==> config.mk <==
export PLATFORM = sky130hd
export DESIGN_NAME = ctrl_word_pipe
export DESIGN_NICKNAME = d
export VERILOG_FILES = /design/src/rtl/ctrl_pkg.sv /design/src/rtl/ctrl_decode.sv /design/src/rtl/ctrl_word_pipe.sv
export SDC_FILE = /design/constraint.sdc
export NUM_CORES = 1
export LEC_CHECK = 0
export ABC_CLOCK_PERIOD_IN_PS = 2700
export CAP_MARGIN = 20
export CORE_ASPECT_RATIO = 2
export CORE_MARGIN = 2
export CORE_UTILIZATION = 55
export DETAILED_ROUTE_END_ITERATION = 6
export DONT_BUFFER_PORTS = 1
export PLACE_DENSITY = 0.73
export SLEW_MARGIN = 20
export SYNTH_ARGS = -nofsm -noshare
export SYNTH_HDL_FRONTEND = slang
export SYNTH_SLANG_ARGS = --single-unit
==> constraint.sdc <==
create_clock -name clk -period 2.7 [get_ports clk]
set_input_delay 0.54 -clock clk [delete_from_list [all_inputs] [get_ports clk]]
set_output_delay 0.54 -clock clk [all_outputs]
set_load 0.02 [all_outputs]
==> src/rtl/ctrl_pkg.sv <==
// Shared encodings for the control-word pipeline: field positions, select
// encodings, RV32I opcodes and small decode helpers.
package ctrl_pkg;

    localparam int CW_W = 16;

    localparam int CW_REGWEN = 0;
    localparam int CW_IMMSEL = 1;
    localparam int CW_BRLUN  = 4;
    localparam int CW_ASEL   = 5;
    localparam int CW_BSEL   = 6;
    localparam int CW_ALUSEL = 7;
    localparam int CW_MEMRW  = 11;
    localparam int CW_WBSEL  = 12;
    localparam int CW_PCSEL  = 14;

    typedef enum logic [2:0] {IMM_I = 3'd0, IMM_S, IMM_B, IMM_U, IMM_J} imm_sel_e;
    typedef enum logic [3:0] {
        ALU_ADD = 4'd0, ALU_SUB, ALU_AND, ALU_OR, ALU_XOR, ALU_SLL,
        ALU_SRL, ALU_SRA, ALU_SLT, ALU_SLTU, ALU_PASSB
    } alu_sel_e;
    typedef enum logic [1:0] {WB_MEM = 2'd0, WB_ALU, WB_PC4} wb_sel_e;
    typedef enum logic [1:0] {PC_SEQ = 2'd0, PC_JUMP, PC_BRANCH} pc_sel_e;
    typedef enum logic [1:0] {FWD_REG = 2'd0, FWD_X, FWD_WB} fwd_sel_e;

    localparam logic [6:0] OP_LUI    = 7'b0110111;
    localparam logic [6:0] OP_AUIPC  = 7'b0010111;
    localparam logic [6:0] OP_JAL    = 7'b1101111;
    localparam logic [6:0] OP_JALR   = 7'b1100111;
    localparam logic [6:0] OP_BRANCH = 7'b1100011;
    localparam logic [6:0] OP_LOAD   = 7'b0000011;
    localparam logic [6:0] OP_STORE  = 7'b0100011;
    localparam logic [6:0] OP_OPIMM  = 7'b0010011;
    localparam logic [6:0] OP_OP     = 7'b0110011;

    localparam logic [CW_W-1:0] CW_NOP = '0;

    // ASel = 1 routes rs1 to the ALU A input, 0 routes the PC.
    function automatic logic [CW_W-1:0] pack_cw(
        input logic     reg_wen,
        input imm_sel_e imm_sel,
        input logic     br_lun,
        input logic     a_sel,
        input logic     b_sel,
        input alu_sel_e alu_sel,
        input logic     mem_rw,
        input wb_sel_e  wb_sel,
        input pc_sel_e  pc_sel
    );
        logic [CW_W-1:0] cw;
        cw                   = CW_NOP;
        cw[CW_REGWEN]        = reg_wen;
        cw[CW_IMMSEL +: 3]   = imm_sel;
        cw[CW_BRLUN]         = br_lun;
        cw[CW_ASEL]          = a_sel;
        cw[CW_BSEL]          = b_sel;
        cw[CW_ALUSEL +: 4]   = alu_sel;
        cw[CW_MEMRW]         = mem_rw;
        cw[CW_WBSEL +: 2]    = wb_sel;
        cw[CW_PCSEL +: 2]    = pc_sel;
        return cw;
    endfunction

    function automatic logic uses_rs1(input logic [6:0] opcode);
        return (opcode == OP_OP) || (opcode == OP_OPIMM) || (opcode == OP_LOAD) ||
               (opcode == OP_JALR) || (opcode == OP_STORE) || (opcode == OP_BRANCH);
    endfunction

    function automatic logic uses_rs2(input logic [6:0] opcode);
        return (opcode == OP_OP) || (opcode == OP_STORE) || (opcode == OP_BRANCH);
    endfunction

endpackage

==> src/rtl/ctrl_decode.sv <==
// Combinational RV32I decoder: opcode/funct fields to a 16-bit control word.
// FENCE and SYSTEM opcodes are not supported and decode as illegal.
module ctrl_decode
    import ctrl_pkg::*;
(
    input  logic [6:0]      opcode,
    input  logic [2:0]      funct3,
    input  logic [6:0]      funct7,
    input  logic            inst_valid,
    output logic [CW_W-1:0] cw,
    output logic            illegal
);

    logic     legal;
    logic     reg_wen;
    logic     br_lun;
    logic     a_sel;
    logic     b_sel;
    logic     mem_rw;
    imm_sel_e imm_sel;
    alu_sel_e alu_sel;
    alu_sel_e alu_f3;
    wb_sel_e  wb_sel;
    pc_sel_e  pc_sel;

    // Base ALU op chosen by funct3 for register and immediate arithmetic.
    always_comb begin
        alu_f3 = ALU_ADD;
        case (funct3)
            3'd0:    alu_f3 = ALU_ADD;
            3'd1:    alu_f3 = ALU_SLL;
            3'd2:    alu_f3 = ALU_SLT;
            3'd3:    alu_f3 = ALU_SLTU;
            3'd4:    alu_f3 = ALU_XOR;
            3'd5:    alu_f3 = ALU_SRL;
            3'd6:    alu_f3 = ALU_OR;
            default: alu_f3 = ALU_AND;
        endcase
    end

    always_comb begin
        legal   = 1'b0;
        reg_wen = 1'b0;
        br_lun  = 1'b0;
        a_sel   = 1'b0;
        b_sel   = 1'b0;
        mem_rw  = 1'b0;
        imm_sel = IMM_I;
        alu_sel = ALU_ADD;
        wb_sel  = WB_MEM;
        pc_sel  = PC_SEQ;
        case (opcode)
            OP_LUI: begin
                legal = 1'b1; reg_wen = 1'b1; imm_sel = IMM_U; b_sel = 1'b1;
                alu_sel = ALU_PASSB; wb_sel = WB_ALU;
            end
            OP_AUIPC: begin
                legal = 1'b1; reg_wen = 1'b1; imm_sel = IMM_U; b_sel = 1'b1;
                wb_sel = WB_ALU;
            end
            OP_JAL: begin
                legal = 1'b1; reg_wen = 1'b1; imm_sel = IMM_J; b_sel = 1'b1;
                wb_sel = WB_PC4; pc_sel = PC_JUMP;
            end
            OP_JALR: begin
                legal = (funct3 == 3'd0); reg_wen = 1'b1; a_sel = 1'b1; b_sel = 1'b1;
                wb_sel = WB_PC4; pc_sel = PC_JUMP;
            end
            OP_BRANCH: begin
                legal = (funct3 != 3'd2) && (funct3 != 3'd3);
                imm_sel = IMM_B; b_sel = 1'b1; pc_sel = PC_BRANCH;
                br_lun = funct3[2] & funct3[1];
            end
            OP_LOAD: begin
                legal = (funct3 != 3'd3) && (funct3 != 3'd6) && (funct3 != 3'd7);
                reg_wen = 1'b1; a_sel = 1'b1; b_sel = 1'b1; wb_sel = WB_MEM;
            end
            OP_STORE: begin
                legal = (funct3 <= 3'd2); imm_sel = IMM_S; a_sel = 1'b1; b_sel = 1'b1;
                mem_rw = 1'b1;
            end
            OP_OPIMM: begin
                reg_wen = 1'b1; a_sel = 1'b1; b_sel = 1'b1; wb_sel = WB_ALU;
                alu_sel = alu_f3;
                legal   = 1'b1;
                if (funct3 == 3'd1) begin
                    legal = (funct7 == 7'h00);
                end else if (funct3 == 3'd5) begin
                    legal   = (funct7 == 7'h00) || (funct7 == 7'h20);
                    alu_sel = (funct7 == 7'h20) ? ALU_SRA : ALU_SRL;
                end
            end
            OP_OP: begin
                reg_wen = 1'b1; a_sel = 1'b1; wb_sel = WB_ALU;
                if (funct7 == 7'h00) begin
                    legal = 1'b1; alu_sel = alu_f3;
                end else if (funct7 == 7'h20 && funct3 == 3'd0) begin
                    legal = 1'b1; alu_sel = ALU_SUB;
                end else if (funct7 == 7'h20 && funct3 == 3'd5) begin
                    legal = 1'b1; alu_sel = ALU_SRA;
                end
            end
            default: legal = 1'b0;
        endcase
    end

    assign cw      = (inst_valid && legal)
                   ? pack_cw(reg_wen, imm_sel, br_lun, a_sel, b_sel, alu_sel, mem_rw, wb_sel, pc_sel)
                   : CW_NOP;
    assign illegal = inst_valid & ~legal;

endmodule

==> src/rtl/ctrl_word_pipe.sv <==
// Pipelined control unit: decodes D, carries control words through the
// X/M/W stages, and resolves load-use stalls, redirects and forwarding.
module ctrl_word_pipe
    import ctrl_pkg::*;
#(
    parameter int NUM_STAGES = 3,
    parameter int CW_WIDTH   = 16
) (
    input  logic                           clk,
    input  logic                           rst,
    input  logic [31:0]                    inst_in,
    input  logic                           inst_valid,
    input  logic                           br_taken,
    input  logic                           flush_ext,
    output logic [NUM_STAGES*CW_WIDTH-1:0] stage_cw,
    output logic [NUM_STAGES-1:0]          stage_valid,
    output logic [NUM_STAGES*5-1:0]        stage_rd,
    output logic                           stall_d,
    output logic                           pc_redirect,
    output logic [1:0]                     fwd_a,
    output logic [1:0]                     fwd_b,
    output logic                           illegal
);

    logic [CW_WIDTH-1:0] cw_q    [NUM_STAGES];
    logic [CW_WIDTH-1:0] cw_d    [NUM_STAGES];
    logic [4:0]          rd_q    [NUM_STAGES];
    logic [4:0]          rd_d    [NUM_STAGES];
    logic [NUM_STAGES-1:0] valid_q;
    logic [NUM_STAGES-1:0] valid_d;

    logic [6:0]          opcode;
    logic [4:0]          rs1_d;
    logic [4:0]          rs2_d;
    logic [4:0]          rdf_d;
    logic [CW_W-1:0]     cw_dec;
    logic                illegal_dec;
    logic                redirect_raw;
    logic                load_use;
    logic                fwd_x_ok;
    logic                fwd_wb_ok;

    assign opcode = inst_in[6:0];
    assign rdf_d  = inst_in[11:7];
    assign rs1_d  = inst_in[19:15];
    assign rs2_d  = inst_in[24:20];

    ctrl_decode u_decode (
        .opcode     (opcode),
        .funct3     (inst_in[14:12]),
        .funct7     (inst_in[31:25]),
        .inst_valid (inst_valid),
        .cw         (cw_dec),
        .illegal    (illegal_dec)
    );

    assign illegal = illegal_dec;

    // Hazard and forwarding decisions, all taken from stage 0/1 contents.
    always_comb begin
        redirect_raw = valid_q[0] &&
                       ((cw_q[0][CW_PCSEL +: 2] == PC_JUMP) ||
                        ((cw_q[0][CW_PCSEL +: 2] == PC_BRANCH) && br_taken));
        load_use     = valid_q[0] && inst_valid && cw_q[0][CW_REGWEN] &&
                       (cw_q[0][CW_WBSEL +: 2] == WB_MEM) && (rd_q[0] != 5'd0) &&
                       ((uses_rs1(opcode) && (rs1_d == rd_q[0])) ||
                        (uses_rs2(opcode) && (rs2_d == rd_q[0])));
        fwd_x_ok     = valid_q[0] && cw_q[0][CW_REGWEN] && (rd_q[0] != 5'd0) &&
                       (cw_q[0][CW_WBSEL +: 2] != WB_MEM);
        fwd_wb_ok    = valid_q[1] && cw_q[1][CW_REGWEN] && (rd_q[1] != 5'd0);

        pc_redirect = redirect_raw & ~rst;
        stall_d     = load_use & ~redirect_raw & ~rst;

        fwd_a = FWD_REG;
        fwd_b = FWD_REG;
        if (!rst) begin
            if (fwd_x_ok && rd_q[0] == rs1_d)       fwd_a = FWD_X;
            else if (fwd_wb_ok && rd_q[1] == rs1_d) fwd_a = FWD_WB;
            if (fwd_x_ok && rd_q[0] == rs2_d)       fwd_b = FWD_X;
            else if (fwd_wb_ok && rd_q[1] == rs2_d) fwd_b = FWD_WB;
        end
    end

    always_comb begin
        if (flush_ext || redirect_raw || load_use) begin
            cw_d[0]    = '0;
            valid_d[0] = 1'b0;
            rd_d[0]    = 5'd0;
        end else begin
            cw_d[0]    = cw_dec;
            valid_d[0] = inst_valid & ~illegal_dec;
            rd_d[0]    = (inst_valid & ~illegal_dec) ? rdf_d : 5'd0;
        end
        for (int s = 1; s < NUM_STAGES; s++) begin
            cw_d[s]    = cw_q[s-1];
            valid_d[s] = valid_q[s-1];
            rd_d[s]    = rd_q[s-1];
        end
    end

    always_ff @(posedge clk) begin
        if (rst) begin
            valid_q <= '0;
            for (int s = 0; s < NUM_STAGES; s++) begin
                cw_q[s] <= '0;
                rd_q[s] <= 5'd0;
            end
        end else begin
            valid_q <= valid_d;
            for (int s = 0; s < NUM_STAGES; s++) begin
                cw_q[s] <= cw_d[s];
                rd_q[s] <= rd_d[s];
            end
        end
    end

    for (genvar g = 0; g < NUM_STAGES; g++) begin : g_out
        assign stage_cw[g*CW_WIDTH +: CW_WIDTH] = cw_q[g];
        assign stage_rd[g*5 +: 5]               = rd_q[g];
    end
    assign stage_valid = valid_q;

endmodule

==> results of run 1 <==
==> worst min path at each step <==
stage	end	slack, ps	cells past startpoint
final	cw_q[0][46]	270	1
after global routing	rd_q[0][7]	250	1
after CTS	rd_q[0][7]	250	1
after detailed placement	cw_q[0][47]	550	1
after global placement	cw_q[0][30]	550	2
after floorplan	cw_q[0][30]	520	2
==> state kept, by name (all words and copies together) (netlist names) <==
name	count
cw_q	48
rd_q	15
stage_valid	3
==> per-stage QoR <==
| step | area, µm² | hold WS (ps) | util |
|---|---|---|---|
| floorplan | 2760 | 525 | - |
| global placement | 2790 | 548 | 0.574 |
| detailed placement | 2790 | 554 | 0.574 |
| CTS | 3000 | 245 | 0.616 |
| global route | 3000 | 249 | 0.617 |
| finish | 3000 | 269 | 0.617 |
==> power breakdown <==
| part | internal [mW] | switching (mW) |
|---|---|---|
| Sequential | 0.974 | 0.00185 |
| Clock | 0.452 | 0.354 |
| Combinational | 0.0326 | 0.0357 |
| Total | 1.46 | 0.392 |
==> worst max-delay path, cell delays in order, from the launching register on <==
cell and delay (ps):
dfxtp_1 440, nor2b_4 200, a2111oi_4 360, nand4_2 170
a211oi_4 280, and2_2 250
==> kinds of logic (layout without fill, tap and decap cells) <==
logic type,Yosys count,in the layout,share of synthesized area
AO/OA/AOI/OAI,28,28,0.101
XOR/XNOR,17,17,0.0539
multiplexers,1,1,0.00362
flip-flops,66,66,0.478
buffers and inverters,20,26,0.0376
AND/OR/NAND/NOR,140,140,0.326
==> final cells by class <==
| class | instances | area, µm² |
|---|---|---|
| Multi-Input combinational cell | 186 | 1340 |
| Clock inverter | 6 | 65.1 |
| Inverter | 3 | 11.3 |
| Sequential cell | 66 | 1330 |
| Fill cell | 422 | 1860 |
| Clock buffer | 10 | 138 |
| Timing Repair Buffer | 7 | 52.6 |
| Tap cell | 57 | 71.3 |
==> layout by cell type (no fill, tap or decap), types with 3 or more instances in the layout <==
cell,synthesis,layout
dfxtp_1,66,63
nor2b_1,46,46
nor2_1,14,13
nor3_1,13,13
xor2_1,12,12
nor4_1,11,11
clkbuf_8,0,10
nand2_1,8,8
nand3_1,7,7
buf_4,0,7
nand2b_1,6,6
xnor2_1,5,5
o21ai_0,5,5
and2_1,6,5
nor4b_2,5,5
a21oi_1,4,4
nand4_1,4,4
nor4b_1,4,4
inv_1,3,3
a2111oi_4,3,3
nand3b_1,3,3
and3b_1,3,3
dfxtp_2,0,3
==> layer usage <==
layer | GRT usage | wire (µm) | part of all wire
met1 | 0.199 | 1900 | 0.34
met2 | 0.351 | 2950 | 0.53
met3 | 0.0819 | 539 | 0.097
met4 | 0.136 | 161 | 0.029
met5 | 0 | 0 | 0
==> impl_metrics.tcl, run 1 <==
set metrics [dict create \
    rows 36 \
    synth_cells 272 \
    netlist.area_leader.share 0.478 \
    hold_viol 0 \
    setup_viol 0 \
    ys_seq_elements 66 \
    netlist_top_cells_area "dfxtp_1 (48%), nor2b_1 (10%), xor2_1 (3.8%), a2111oi_4 (3.0%), nor4b_2 (2.7%)" \
    cp.required_ps 2160 \
    outcome "completed" \
    grtUsageTotal 0.210 \
    cp.arrival_ps 2030 \
    drt-initial-drc-count 37 \
    drc 0 \
    io_pins 110 \
    peakVddDrop_uv 432 \
    syn_area_um2 2760 \
    io_buffers 0 \
    clockBufferDepth 2 \
    diodes 0 \
    finalNetCount 310 \
    dieWidth_um 54.1 \
    gp_congestion 0.882 \
    fmax_ghz 0.388 \
    yosysMostFrequentCell "dfxtp_1" \
    wl_um 5550 \
    dp_cells 319 \
    maxCapViolations 0 \
    cts_tree "built" \
    drtAntennaViolNets 0 \
    relSlewSlack 0.609 \
    r2r_slack_ps 660 \
    cts.clk_slew.worst_paths_ps 60 \
    insertion_delay_ps 330 \
    critPathKind "register to output port" \
    vias 1918 \
    leakage_nw 1.07 \
    worstRegToRegCells 6 \
    initial_core_util 0.568 \
    ys.flop_type "dfxtp_1" \
    synth_cell_types 46 \
    first_pass_iters 4 \
    crit_start "rd_q[0][0]" \
    yosysTopAreaCell "dfxtp_1" \
    p_per_area_nw_per_um2 616 \
    grt_max_degree 48 \
    async_reset_ff_frac 0 \
    cts_made_buffers 9 \
    finalSetupTns_ps 0 \
    synth_nets 309 \
    antenna_found_initial 0 \
    tightest_slew_ps 581 \
    via_per_inst 5.73 \
    skew_ps 4.46 \
    min_from "rst" \
    post-place-ws_ps 395 \
    htree_levels 3 \
    crit_end "stall_d" \
    rsz0062_at_grt "no" \
    syn_to_final_growth_pct 8.74 \
    critPathMaxFanout 6 \
    slew_violations 0 \
    design.core.area_um2 4860 \
    dieHeight_um 104 \
    rr_endpoint "cw_q[0][6]" \
    period_needed_ps 2570 \
    overflow 0 \
    cts_resized 0 \
    yosys-top-cells-count "dfxtp_1 (66), nor2b_1 (46), nor2_1 (14), nor3_1 (13), xor2_1 (12)" \
    hold_path_class "primary input to register" \
    synth.avg_cell_area_um2 10.2 \
    grt_pass1_wl_um 8560 \
    synth-warning-count 0 \
    yosysSeqAreaShare 0.478 \
    crit_path_end_kind "output port" \
    finalPower_mw 1.85 \
    fin_ws_ps 125 \
    die_area_um2 5640 \
    dp_hpwl_um 4320 \
    r2r_start "rd_q[0][0]" \
    cts_root_buf "clkbuf_8" \
    cts_sinks 66 \
    holdBufCountCts 0 \
    cts_setup_buffers 0 \
    finalNonFillerCells 335 \
    cp-start-kind "register" \
    drive_above_1_share 0.162 \
    synth_edf_count 0 \
    period_share 0.954 \
    grt_pass1_vias 1835 \
    wl_per_cell_um 16.6 \
]
No activity file was read; power rests on OpenSTA's default activity.
==> inputs of run 2 (changes only) <==
- CORE_UTILIZATION: 55 -> 43
- GPL_ROUTABILITY_DRIVEN: unset -> 0
- GPL_TIMING_DRIVEN: unset -> 0
- PLACE_DENSITY: 0.73 -> 0.61
==> run 2 against run 1 <==
Worst setup slack got worse by 22 ps. Sequential power about the same. Critical endpoint is now fwd_a[1]. Clock power increased by 41%. Via count increased by 4.2%. Largest cell class unchanged.
==> impl_metrics.tcl, run 2 (synthesis gave the netlist of run 1 again) <==
set metrics [dict create \
    peakVddDrop_uv 330 \
    dieWidth_um 60.7 \
    drive_above_1_share 0.189 \
    finalNetCount 323 \
    dp_hpwl_um 4990 \
    holdBufCountCts 0 \
    diodes 0 \
    io_buffers 0 \
    design.core.area_um2 6260 \
    met2_wirelength_um 3370 \
    maxCapViolations 0 \
    hold_viol 0 \
    top_register "cw_q" \
    finalNonFillerCells 377 \
    via_per_inst 5.30 \
    r2r_start "cw_q[0][14]" \
    rows 41 \
    cp-start-kind "register" \
    period_needed_ps 2600 \
    min_delay_path_depth 1 \
    overflow 0 \
    cts_sinks 66 \
    layout_common_cells "dfxtp_1 (61), nor2b_1 (45), nor2_1 (13)" \
    largest_reg_flops 48 \
    layout_commonest_cell "dfxtp_1" \
    grt_max_degree 13 \
    wl_per_cell_um 16.6 \
    crit_start "rd_q[0][1]" \
    postLayoutCoreUtil 0.517 \
    wl_um 6260 \
    holdWs_ps 372 \
    critPathKind "register to output port" \
    min_from "inst_in[11]" \
    critPathMaxFanout 6 \
    clockBufferDepth 2 \
    setup_viol 0 \
    cp.required_ps 2160 \
    grt_pass1_vias 2011 \
    worstHoldEndpoint "rd_q[0][4]" \
    drt-initial-drc-count 56 \
    period_share 0.962 \
    dp_cells 358 \
    top_layer "met4" \
    p_per_area_nw_per_um2 684 \
    wl_met3_um 541 \
    antenna_found_initial 0 \
    slew_violations 0 \
    htree_levels 3 \
    relSlewSlack 0.515 \
    cts_root_buf "clkbuf_16" \
    cts.clk_slew.worst_paths_ps 50 \
    syn_to_final_growth_pct 17.3 \
    crit_path_end_kind "output port" \
    rr_endpoint "cw_q[0][4]" \
    fmax_ghz 0.385 \
    dieHeight_um 117 \
    tightest_slew_ps 721 \
    skew_ps 2.63 \
    cts_made_buffers 9 \
    place_area_um2 2870 \
    insertion_delay_ps 330 \
    vias 1998 \
    cp.arrival_ps 2060 \
    first_pass_iters 4 \
    die_area_um2 7120 \
    r2r_slack_ps 650 \
    drc 0 \
    fin_area_um2 3240 \
    grt_pass1_wl_um 10100 \
    outcome "completed" \
    cts_tree "built" \
    leakage_nw 1.14 \
    worstRegToRegCells 6 \
    hold_path_class "primary input to register" \
    io_pins 110 \
    initial_core_util 0.441 \
    grtUsageTotal 0.191 \
    drtAntennaViolNets 0 \
    rsz0062_at_grt "no" \
    met1Wirelength_um 2090 \
]
==> run 2: cell count changes in the layout (fill, tap and decap cells not counted), sizes merged <==
cell,before,now
buf,7,10
clkinvlp,1,3
clkbuf,10,20
clkinv,3,2
inv,4,3
==> run 2: cell type report <==
| type | count | area [µm²] |
|---|---|---|
| fillers | 600 | 3020 |
| multi-input cells | 186 | 1360 |
| flip-flops and latches | 66 | 1340 |
| clock buffers | 10 | 239 |
| well taps | 86 | 108 |
| plain buffers | 17 | 92.6 |
| clock inverters | 6 | 66.3 |
| repair buffers | 3 | 22.5 |
| inverters | 3 | 11.3 |
==> run 2: metal layers <==
metal  track usage  vias up
met1         0.189      903
met3        0.0684       20
met4         0.111        0
met5             0        -
met2         0.321       90
li1              -      985
==> run 2: worst max path at each step <==
| stage | endpoint | slack (ps) | cells past startpoint |
|---|---|---|---|
| 2_1_floorplan | stall_d | 180 | 7 |
| 3_3_place_gp | stall_d | -90 | 7 |
| 3_5_place_dp | stall_d | -90 | 7 |
| 4_1_cts | stall_d | 20 | 6 |
| 5_1_grt | stall_d | 10 | 6 |
| 6_report | fwd_a[1] | 100 | 5 |
==> run 2: metrics by stage <==
stage,setup WS (ps),total power [mW],TNS [ps]
4_1_cts,22.5,2.24,0
5_1_grt,12.6,2.29,0
2_1_floorplan,178,1.08,0
3_3_place_gp,-90.6,1.09,-90.6
6_report,103,2.21,0
3_5_place_dp,-87.4,1.09,-87.4
==> run 2: worst max-delay path, stage by stage (launching register included) <==
cell and delay, ps:
dfxtp_4 380, or4_1 530, nor2_1 210, or3_1 210, nor2_1 80, nor3_2 320
==> run 2: repair_timing <==
| action | 4_1_cts | 5_1_grt |
|---|---|---|
| pin swaps | 1 | 3 |
| endpoints found under the setup margin | 4 | 1 |
| buffers inserted | 1 | 2 |
| resized for setup | 8 | 8 |
==> run 2: report_power, final <==
part	switching (mW)	total, mW	internal, mW
Sequential	0.00187	0.974	0.973
Clock	0.405	1.14	0.738
Combinational	0.0607	0.0976	0.0369
Total	0.467	2.21	1.75
==> inputs of run 3 (changes only) <==
==> constraint.sdc (replaced) <==
create_clock -name clk -period 2.7 [get_ports clk]
set_input_delay 0.54 -clock clk [delete_from_list [all_inputs] [get_ports clk]]
set_output_delay 0.54 -clock clk [all_outputs]
set_load 0.01 [all_outputs]
==> run 3 against run 2 <==
Maximum frequency up 0.55%. Register-to-register slack improved by 80 ps. Critical path depth increased by 1. Largest power group unchanged. Wire length fell by 0.70%. Utilization fell by 0.56 points. Global-route usage hardly changed. Final area decreased by 1.1%.
==> impl_metrics.tcl, run 3 (synthesis gave the netlist of run 1 again) <==
set metrics [dict create \
    outcome "completed" \
    antenna_found_initial 0 \
    grt_pass1_wl_um 10100 \
    wl_um 6210 \
    wl_per_cell_um 16.6 \
    drive_above_1_share 0.170 \
    critPathMaxFanout 10 \
    cts_sinks 66 \
    rows 41 \
    p_per_area_nw_per_um2 692 \
    cts_made_buffers 9 \
    cp.required_ps 2160 \
    grt_max_degree 13 \
    skew_ps 2.49 \
    postLayoutCoreUtil 0.512 \
    htree_levels 3 \
    design.core.area_um2 6260 \
    fin_area_um2 3200 \
    dp_hpwl_um 4990 \
    insertion_delay_ps 320 \
    dieHeight_um 117 \
    io_buffers 0 \
    rsz0062_at_grt "no" \
    drtAntennaViolNets 0 \
    io_pins 110 \
    cts_root_buf "clkbuf_16" \
    peakVddDrop_uv 330 \
    relSlewSlack 0.527 \
    clockBufferDepth 2 \
    die_area_um2 7120 \
    period_share 0.957 \
    diodes 0 \
    drt-initial-drc-count 62 \
    cts_tree "built" \
    tightest_slew_ps 703 \
    top_register "cw_q" \
    grtUsageTotal 0.191 \
    hold_path_class "primary input to register" \
    holdBufCountCts 0 \
    first_pass_iters 6 \
    syn_to_final_growth_pct 16.0 \
    setup_viol 0 \
    grt_pass1_vias 2007 \
    drc 0 \
    critPathKind "register to output port" \
    nFillCells 599 \
    finalNetCount 321 \
    period_needed_ps 2580 \
    crit_path_end_kind "output port" \
    leakage_nw 1.13 \
    cts.clk_slew.worst_paths_ps 50 \
    maxCapViolations 0 \
    largest_reg_flops 48 \
    slew_violations 0 \
    fmax_ghz 0.387 \
    place_area_um2 2870 \
    cp-start-kind "register" \
    overflow 0 \
    initial_core_util 0.441 \
    layout_common_cells "dfxtp_1 (63), nor2b_1 (46), nor2_1 (14)" \
    via_per_inst 5.29 \
    hold_viol 0 \
    dieWidth_um 60.7 \
    vias 1985 \
    cp.arrival_ps 2040 \
    layout_commonest_cell "dfxtp_1" \
]
==> run 3: changes by cell type in the layout (fill, tap and decap cells not counted), sizes merged <==
cell	change
buf	-2
==> run 3: cell type report <==
cell class	instances	area, µm²	area share
clock inverters	6	66.3	0.0207
plain buffers	17	92.6	0.0289
multi-input cells	186	1350	0.423
inverters	3	11.3	0.00352
clock buffers	10	239	0.0746
flip-flops and latches	66	1330	0.414
repair buffers	1	7.51	0.00234
well taps	86	108	0.0336
==> run 3: final timing paths <==
kind                             startpoint     endpoint  slack, ps  cells past startpoint
worst max-delay path             rd_q[0][0]      stall_d        120                      6
worst min-delay path            inst_in[11]   rd_q[0][4]        380                      1
worst max register to register   rd_q[0][1]   cw_q[0][4]        730                      6
worst min register to register   cw_q[0][8]  cw_q[0][24]        510                      1
==> run 3: per-layer routing <==
metal	global-route usage	part of all wire
met2	0.322	0.54
met4	0.106	0.039
met1	0.192	0.34
met5	0	0
met3	0.0684	0.084
==> run 3: through the flow <==
step	instances	TNS [ps]	worst slack [ps]	hold WS (ps)	power, mW
after floorplan	272	0	243	471	1.08
after global placement	358	-24.7	-24.7	495	1.09
after detailed placement	358	-21.4	-21.4	504	1.09
after CTS	375	0	9.45	366	2.24
after global routing	375	0	3.59	375	2.29
final	375	0	117	380	2.22
==> run 3: report_power, final <==
part	switching (mW)	total [mW]	internal, mW
Sequential	0.00131	0.977	0.975
Clock	0.404	1.14	0.738
Combinational	0.0598	0.0964	0.0366
Total	0.465	2.22	1.75
==> run 3: timing repair <==
action                     in CTS  in global routing
pin swaps                       1                  2
gates resized for setup         1                  6
setup endpoints to repair       1                  3
setup buffers                   1                  0
==> run 3: critical path, stage by stage, from the launching register on <==
cell       delay (ps)
dfxtp_2           360
nor2b_4           140
a2111oi_4         360
nand4_2           180
a211oi_4          320
buf_6             180
and2_4            160
